## config.mk

```make
export PLATFORM = sky130hd
export DESIGN_NAME = regfile_sb_flat
export DESIGN_NICKNAME = d
export VERILOG_FILES = /design/src/rtl/regfile_sb_if.sv /design/src/rtl/regfile_sb.sv /design/src/flat_wrapper.sv
export SDC_FILE = /design/constraint.sdc
export NUM_CORES = 2
export LEC_CHECK = 0
export CAP_MARGIN = 10
export CORE_ASPECT_RATIO = 1.2
export CORE_MARGIN = 2
export CORE_UTILIZATION = 40
export CTS_CLUSTER_DIAMETER = 60
export DETAILED_ROUTE_END_ITERATION = 10
export GPL_TIMING_DRIVEN = 1
export PLACE_DENSITY = 0.61
export SYNTH_ARGS = -nofsm -noshare
export SYNTH_HDL_FRONTEND = slang
export SYNTH_SLANG_ARGS = --single-unit
```

## constraint.sdc

```tcl
create_clock -name clk -period 6.5 [get_ports clk]
set_clock_uncertainty 0.15 [all_clocks]
set_input_delay 1.3 -clock clk [delete_from_list [all_inputs] [get_ports clk]]
set_output_delay 1.3 -clock clk [all_outputs]
set_load 0.01 [all_outputs]
```

## src/rtl/regfile_sb_if.sv

```systemverilog
// regfile_sb_if: read, write, issue and flush signals of the scoreboarded register file
interface regfile_sb_if #(
  parameter int XLEN  = 32,
  parameter int NREGS = 32,
  parameter int AW    = $clog2(NREGS)
);
  logic [AW-1:0]    rd0_addr_i, rd1_addr_i;
  logic [XLEN-1:0]  rd0_data_o, rd1_data_o;
  logic             rd0_busy_o, rd1_busy_o;
  logic             wr0_we_i, wr1_we_i;
  logic [AW-1:0]    wr0_addr_i, wr1_addr_i;
  logic [XLEN-1:0]  wr0_data_i, wr1_data_i;
  logic             iss_vld_i;
  logic [AW-1:0]    iss_rd_i;
  logic             flush_i;
  logic [NREGS-1:0] busy_vec_o;
  modport slave (
    input  rd0_addr_i, rd1_addr_i, wr0_we_i, wr0_addr_i, wr0_data_i,
           wr1_we_i, wr1_addr_i, wr1_data_i, iss_vld_i, iss_rd_i, flush_i,
    output rd0_data_o, rd1_data_o, rd0_busy_o, rd1_busy_o, busy_vec_o
  );
  modport master (
    output rd0_addr_i, rd1_addr_i, wr0_we_i, wr0_addr_i, wr0_data_i,
           wr1_we_i, wr1_addr_i, wr1_data_i, iss_vld_i, iss_rd_i, flush_i,
    input  rd0_data_o, rd1_data_o, rd0_busy_o, rd1_busy_o, busy_vec_o
  );
endinterface

```

## src/rtl/regfile_sb.sv

```systemverilog
// regfile_sb: 2R/2W register file with busy scoreboard; register 0 is hardwired to zero.
// Define REGFILE_SB_BYPASS_EN to forward same-cycle write data and busy clears to the read ports.
module regfile_sb #(
  parameter int XLEN  = 32,
  parameter int NREGS = 32,
  parameter int AW    = $clog2(NREGS)
) (
  input logic         clk,
  input logic         rst_n,
  regfile_sb_if.slave bus
);
  logic [XLEN-1:0]  regs [NREGS];
  logic [NREGS-1:0] busy, busy_nxt;
  always_ff @(posedge clk or negedge rst_n)
    if (!rst_n)
      for (int i = 0; i < NREGS; i++) regs[i] <= '0;
    else begin
      if (bus.wr0_we_i && bus.wr0_addr_i != '0) regs[bus.wr0_addr_i] <= bus.wr0_data_i;
      if (bus.wr1_we_i && bus.wr1_addr_i != '0) regs[bus.wr1_addr_i] <= bus.wr1_data_i;
    end
  // later assignments win: writeback clear, then issue set, then flush
  always_comb begin
    busy_nxt = busy;
    if (bus.wr0_we_i) busy_nxt[bus.wr0_addr_i] = 1'b0;
    if (bus.wr1_we_i) busy_nxt[bus.wr1_addr_i] = 1'b0;
    if (bus.iss_vld_i) busy_nxt[bus.iss_rd_i] = 1'b1;
    if (bus.flush_i) busy_nxt = '0;
    busy_nxt[0] = 1'b0;
  end
  always_ff @(posedge clk or negedge rst_n)
    if (!rst_n) busy <= '0;
    else busy <= busy_nxt;
  assign bus.busy_vec_o = busy;
`ifdef REGFILE_SB_BYPASS_EN
  logic h0_0, h1_0, h0_1, h1_1;
  assign h0_0 = bus.wr0_we_i && bus.wr0_addr_i == bus.rd0_addr_i && bus.rd0_addr_i != '0;
  assign h1_0 = bus.wr1_we_i && bus.wr1_addr_i == bus.rd0_addr_i && bus.rd0_addr_i != '0;
  assign h0_1 = bus.wr0_we_i && bus.wr0_addr_i == bus.rd1_addr_i && bus.rd1_addr_i != '0;
  assign h1_1 = bus.wr1_we_i && bus.wr1_addr_i == bus.rd1_addr_i && bus.rd1_addr_i != '0;
  assign bus.rd0_data_o = h1_0 ? bus.wr1_data_i : h0_0 ? bus.wr0_data_i : regs[bus.rd0_addr_i];
  assign bus.rd1_data_o = h1_1 ? bus.wr1_data_i : h0_1 ? bus.wr0_data_i : regs[bus.rd1_addr_i];
  assign bus.rd0_busy_o = (h0_0 || h1_0) && !(bus.iss_vld_i && bus.iss_rd_i == bus.rd0_addr_i)
                          ? 1'b0 : busy[bus.rd0_addr_i];
  assign bus.rd1_busy_o = (h0_1 || h1_1) && !(bus.iss_vld_i && bus.iss_rd_i == bus.rd1_addr_i)
                          ? 1'b0 : busy[bus.rd1_addr_i];
`else
  assign bus.rd0_data_o = regs[bus.rd0_addr_i];
  assign bus.rd1_data_o = regs[bus.rd1_addr_i];
  assign bus.rd0_busy_o = busy[bus.rd0_addr_i];
  assign bus.rd1_busy_o = busy[bus.rd1_addr_i];
`endif
endmodule

```

## src/flat_wrapper.sv

```systemverilog
// flat-port wrapper written by rule: the top's interface ports become plain ports
module regfile_sb_flat 
#(
  parameter int XLEN  = 32,
  parameter int NREGS = 32,
  parameter int AW    = $clog2(NREGS)
)
  (clk, rst_n, bus_rd0_addr_i, bus_rd1_addr_i, bus_wr0_we_i, bus_wr0_addr_i, bus_wr0_data_i, bus_wr1_we_i, bus_wr1_addr_i, bus_wr1_data_i, bus_iss_vld_i, bus_iss_rd_i, bus_flush_i, bus_rd0_data_o, bus_rd1_data_o, bus_rd0_busy_o, bus_rd1_busy_o, bus_busy_vec_o);
  regfile_sb_if #(.XLEN(XLEN), .NREGS(NREGS), .AW(AW)) bus_i ();
  input logic clk;
  input logic rst_n;
  input wire logic [$bits(bus_i.rd0_addr_i)-1:0] bus_rd0_addr_i;
  input wire logic [$bits(bus_i.rd1_addr_i)-1:0] bus_rd1_addr_i;
  input wire logic [$bits(bus_i.wr0_we_i)-1:0] bus_wr0_we_i;
  input wire logic [$bits(bus_i.wr0_addr_i)-1:0] bus_wr0_addr_i;
  input wire logic [$bits(bus_i.wr0_data_i)-1:0] bus_wr0_data_i;
  input wire logic [$bits(bus_i.wr1_we_i)-1:0] bus_wr1_we_i;
  input wire logic [$bits(bus_i.wr1_addr_i)-1:0] bus_wr1_addr_i;
  input wire logic [$bits(bus_i.wr1_data_i)-1:0] bus_wr1_data_i;
  input wire logic [$bits(bus_i.iss_vld_i)-1:0] bus_iss_vld_i;
  input wire logic [$bits(bus_i.iss_rd_i)-1:0] bus_iss_rd_i;
  input wire logic [$bits(bus_i.flush_i)-1:0] bus_flush_i;
  output wire logic [$bits(bus_i.rd0_data_o)-1:0] bus_rd0_data_o;
  output wire logic [$bits(bus_i.rd1_data_o)-1:0] bus_rd1_data_o;
  output wire logic [$bits(bus_i.rd0_busy_o)-1:0] bus_rd0_busy_o;
  output wire logic [$bits(bus_i.rd1_busy_o)-1:0] bus_rd1_busy_o;
  output wire logic [$bits(bus_i.busy_vec_o)-1:0] bus_busy_vec_o;
  assign bus_i.rd0_addr_i = bus_rd0_addr_i;
  assign bus_i.rd1_addr_i = bus_rd1_addr_i;
  assign bus_i.wr0_we_i = bus_wr0_we_i;
  assign bus_i.wr0_addr_i = bus_wr0_addr_i;
  assign bus_i.wr0_data_i = bus_wr0_data_i;
  assign bus_i.wr1_we_i = bus_wr1_we_i;
  assign bus_i.wr1_addr_i = bus_wr1_addr_i;
  assign bus_i.wr1_data_i = bus_wr1_data_i;
  assign bus_i.iss_vld_i = bus_iss_vld_i;
  assign bus_i.iss_rd_i = bus_iss_rd_i;
  assign bus_i.flush_i = bus_flush_i;
  assign bus_rd0_data_o = bus_i.rd0_data_o;
  assign bus_rd1_data_o = bus_i.rd1_data_o;
  assign bus_rd0_busy_o = bus_i.rd0_busy_o;
  assign bus_rd1_busy_o = bus_i.rd1_busy_o;
  assign bus_busy_vec_o = bus_i.busy_vec_o;
  regfile_sb #(.XLEN(XLEN), .NREGS(NREGS), .AW(AW)) u_core (.clk(clk), .rst_n(rst_n), .bus(bus_i));
endmodule
```

# Yosys cells after proc, flatten, opt, wreduce, memory -nomap -nowiden
# Index checks and enable logic that the tools add are counted.
# W data, S select, Z words.
totals:
  ff_bits: 1055
  elab_cells: 93
  input_bits: 95
  out_inout_bits: 98
classes:
  n_bitwise: 9
  n_lt_le_gt_ge: 14
  n_reduce_logical: 9
  muxes: 28
op_table:
  columns: ["operator", "n"]
  rows:
  - ["$bwmux W1024", 2]
  - ["$mux W1024", 2]
  - ["$bmux W32 S5", 2]
  - ["$demux W32 S5", 2]
  - ["$mux W32", 10]
  - ["$and A32 B32 Y32", 2]
  - ["$not A32 Y32", 2]
  - ["$or A32 B32 Y32", 1]
  - ["$lt A5 B6 Y1 const B", 5]
  - ["$ge A6 B6 Y1 const B", 4]
  - ["$not A5 Y6", 4]
  - ["$demux W1 S5", 3]
  - ["$ge A5 B1 Y1 const B", 3]
  - ["$lt A6 B1 Y1 const B", 2]
  - ["$bmux W1 S5", 2]
  - ["$reduce_bool A5 Y1", 2]
  - ["$logic_and A1 B1 Y1", 7]
  - ["$mux W1", 5]

# Logic depth before layout (Yosys ltp)
logic_depth:
  ltp_word: 12
  ltp_mapped: 8

# Worst setup path before layout
# No wires, ideal clock.
synth_timing:
  path_type: "input-to-output"
  startpoint: "in bus_rd1_addr_i[1]"
  endpoint: "out bus_rd1_busy_o"
  required_ps: 5050
  slack_ps: 2304
  path_stages: 6
  arrival_ps: 2746
  cell_sequence: "buf_2 buf_4 buf_2 mux4_2 a41oi_1 nand4_1"
synth_via:
  elab_chain_cells: 2
synth_lines:
  columns: ["element", "line", "source"]
  rows:
  - ["start: declaration", "flat_wrapper.sv:13", "input wire logic [$bits(bus_i.rd1_addr_i)-1:0] bus_rd1_addr_i;"]
  - ["$bmux W1 S5", "regfile_sb.sv:50", "assign bus.rd1_busy_o = busy[bus.rd1_addr_i];"]
  - ["$mux W1 (not written as such)", "regfile_sb.sv:50", null]
  - ["end: declaration", "flat_wrapper.sv:26", "output wire logic [$bits(bus_i.rd1_busy_o)-1:0] bus_rd1_busy_o;"]
# No other way between the ends. The select of a mux whose other input is x is not followed.

# Worst setup path in the final report
layout_timing:
  startpoint: "in bus_rd1_addr_i[4]"
  endpoint: "out bus_rd1_data_o[23]"
layout_via:
  elab_chain_cells: 4
layout_lines:
  columns: ["element", "line", "source"]
  rows:
  - ["$not A5 Y6 (not written as such)", "regfile_sb.sv:48", "assign bus.rd1_data_o = regs[bus.rd1_addr_i];"]
  - ["$bmux W32 S5", "regfile_sb.sv:48", null]
  - ["$mux W32 (not written as such) (2 in a row)", "regfile_sb.sv:48", null]
  - ["end: declaration", "flat_wrapper.sv:24", "output wire logic [$bits(bus_i.rd1_data_o)-1:0] bus_rd1_data_o;"]
# No other way between the ends. The select of a mux whose other input is x is not followed.

==> flow_metrics.env <==
export IMPL_cts_sinks=1055
export IMPL_rows=160
export IMPL_design_area_mm2=0.0719
export IMPL_avgRoutedWirePerCell_um=36.0
export IMPL_core_area_mm2=0.158
export IMPL_final_core_util_pct=45.5
export IMPL_grt_max_degree=136
export IMPL_clk_pin_slew_ns=0.06
export IMPL_firstDrtPassIters=8
export IMPL_cts_tree="yes"
export IMPL_ant_nets=0
export IMPL_fillers=14500
export IMPL_relSlewSlack_pct=10.1
export IMPL_root_buffer="clkbuf_16"
export IMPL_worst_pin_slew_ns=1.34
export IMPL_worst_ep_arrival_time_ns=5.04
export IMPL_final_cell_mix="dfrtp_1, nand2_1, nor2_1"
export IMPL_cp_start_kind="input pin"
export IMPL_drt_wl_total_mm=296
export IMPL_clockBufferDepth=3
export IMPL_fin_nets=6077
export IMPL_critPathKind="input pin to output port"
export IMPL_ctsResizeCount=0
export IMPL_hold_viol=0
export IMPL_netlist_area_leader_share_pct=41.6
export IMPL_rsz0062_at_grt="no"
export IMPL_drtIter0Drc=9746
export IMPL_cts_inserted_buffers=113
export IMPL_final_cells=8206
export IMPL_fin_crit_ns=6.49
export IMPL_cts_hold_buf=0
export IMPL_synth_nets=6298
export IMPL_final_max_slew_viol_count=0
export IMPL_synth_top_area_cell="dfrtp_1"
export IMPL_cap_violations=0
export IMPL_die_h_um=440
export IMPL_drc=0
export IMPL_io_buffers=191
export IMPL_critPathMaxFanout=14
export IMPL_gp_congestion=0.967
export IMPL_post_place_cells=7961
export IMPL_track_usage_pct=35.8
export IMPL_synth_seq_cells=1055
export IMPL_synthDistinctLibCells=46
export IMPL_power_mw=22.2
export IMPL_vias=58000
export IMPL_hp_class="flip-flop to flip-flop"
export IMPL_postPlaceCellArea_mm2=0.0676
export IMPL_status="completed"
export IMPL_end_kind="output port"
export IMPL_cp_required_ns=5.05
export IMPL_initial_core_util_pct=40.1
export IMPL_area_growth_pct=13.4
export IMPL_worstSkewPairLatency_ns=0.79
export IMPL_fp_dieW_um=367
export IMPL_r2r_setup_slack_ns=5.16
export IMPL_yosys_top_cells_area="dfrtp_1, mux4_2, mux2i_1"
export IMPL_min_period_over_period_pct=99.9
export IMPL_timing_fmax_ghz=0.154
export IMPL_setup_violations=0
export IMPL_io_pin_count=193
export IMPL_ys_warnings_count=0
export IMPL_antenna_found_initial=33
export IMPL_die_area_mm2=0.162
export IMPL_finalSetupTns_ns=0
export IMPL_grt_pass1_wl_mm=418
export IMPL_htreeDepth=3
export IMPL_avgSynthCellArea_um2=10.2
export IMPL_power_density_mw_per_mm2=309
export IMPL_routed_via_density=7.07
export IMPL_p_leak_nw=30.9
export IMPL_overflow=0
export IMPL_ir_drop_mv=0.256
export IMPL_grt_pass1_vias=55600
export IMPL_final_common_cell="dfrtp_1"
export IMPL_synthCells=6203
export IMPL_layout_drive_gt1_share_pct=18.3
export IMPL_syn_area_mm2=0.0634
export IMPL_seq_area_frac_synth_pct=41.6
export IMPL_hpwl_mm=178
export IMPL_post_cts_buffers=0
## cell families (layout without fill, tap and decap cells)
family | Yosys count | in the layout | share of synthesized area [%]
multiplexers | 961 | 961 | 25.4
buffers and inverters | 809 | 686 | 5.52
AO/OA/AOI/OAI | 1638 | 1638 | 16.1
other | 1 | 21 | 0.00591
flip-flops | 1055 | 1055 | 41.6
AND/OR/NAND/NOR | 1739 | 1739 | 11.3
## flip-flops by register name, summed over array words and instances, names as in the netlist
name / flops
u_core.bus.busy_vec_o: 31
u_core.regs: 1024
## final cells by class
cell class,instances,area [um^2],share of cell area [%]
diodes,20,50.0,0.0696
clock buffers,170,3370,4.69
clock inverters,43,577,0.802
inverters,2,7.51,0.0104
multi-input cells,4339,34000,47.2
flip-flops and latches,1055,26400,36.7
well taps,2106,2640,3.67
repair buffers,471,4890,6.80
## per-stage QoR
stage | worst slack [ns] | hold WS, ns
finish | 0.00501 | 0.243
floorplan | 2.30 | 0.291
global placement | 0.134 | 0.227
CTS | 0.119 | 0.247
detailed placement | 0.132 | 0.233
global route | 0.166 | 0.257
## power by group
part	total [mW]	switching, mW	internal [mW]
logic	5.69	2.74	2.95
clock network	7.01	3.05	3.96
registers	9.49	1.30	8.19
total	22.2	7.09	15.1
## cell usage after synthesis (all sizes together)
| cell type | n |
|---|---|
| a21boi | 1 |
| nor2b | 8 |
| dfrtp | 1055 |
| and3b | 13 |
| a22oi | 8 |
| nor3 | 6 |
| o22ai | 256 |
| a32oi | 363 |
| nor3b | 12 |
| a41oi | 2 |
| nand3 | 11 |
| and2 | 3 |
| mux4 | 518 |
| nand4 | 6 |
| a21oi | 287 |
| nor4 | 65 |
| nor2 | 579 |
| o31a | 4 |
| buf | 336 |
| nand3b | 14 |
| nand2 | 998 |
| or3 | 5 |
| mux2 | 8 |
| o21ai | 488 |
| or3b | 5 |
| conb | 1 |
| inv | 2 |
| and3 | 7 |
| clkbuf | 471 |
| nand2b | 7 |
| a31o | 2 |
| a31oi | 227 |
| mux2i | 435 |
## per-layer routing
metal  up-vias  track usage [%]  share of wire [%]
met2      5190             50.9                 42
met3      1422             12.6                 14
met4        36             28.9                9.5
li1      22800                -                  -
met5         -            0.296              0.097
met1     28600             44.0                 34
## final timing paths
kind | from | to | depth (start not counted)
max in group asynchronous | rst_n | u_core.regs[802] | 2
min in group asynchronous | rst_n | u_core.regs[60] | 1
max | bus_rd1_addr_i[4] | bus_rd1_data_o[23] | 8
min | u_core.regs[996] | u_core.regs[996] | 0
max reg2reg | u_core.bus.busy_vec_o[10] | u_core.bus.busy_vec_o[10] | 2
min reg2reg | u_core.regs[996] | u_core.regs[996] | 0
## worst max-delay path, stage by stage
cell             delay [ns]
clkdlybuf4s50_1        0.71
nor2b_1                0.33
nand2_2                0.55
buf_4                  0.27
o22ai_1                0.08
nor4_1                 1.00
buf_4                  0.25
clkdlybuf4s50_1        0.54
Note: power is estimated with default switching activity, not from simulation.
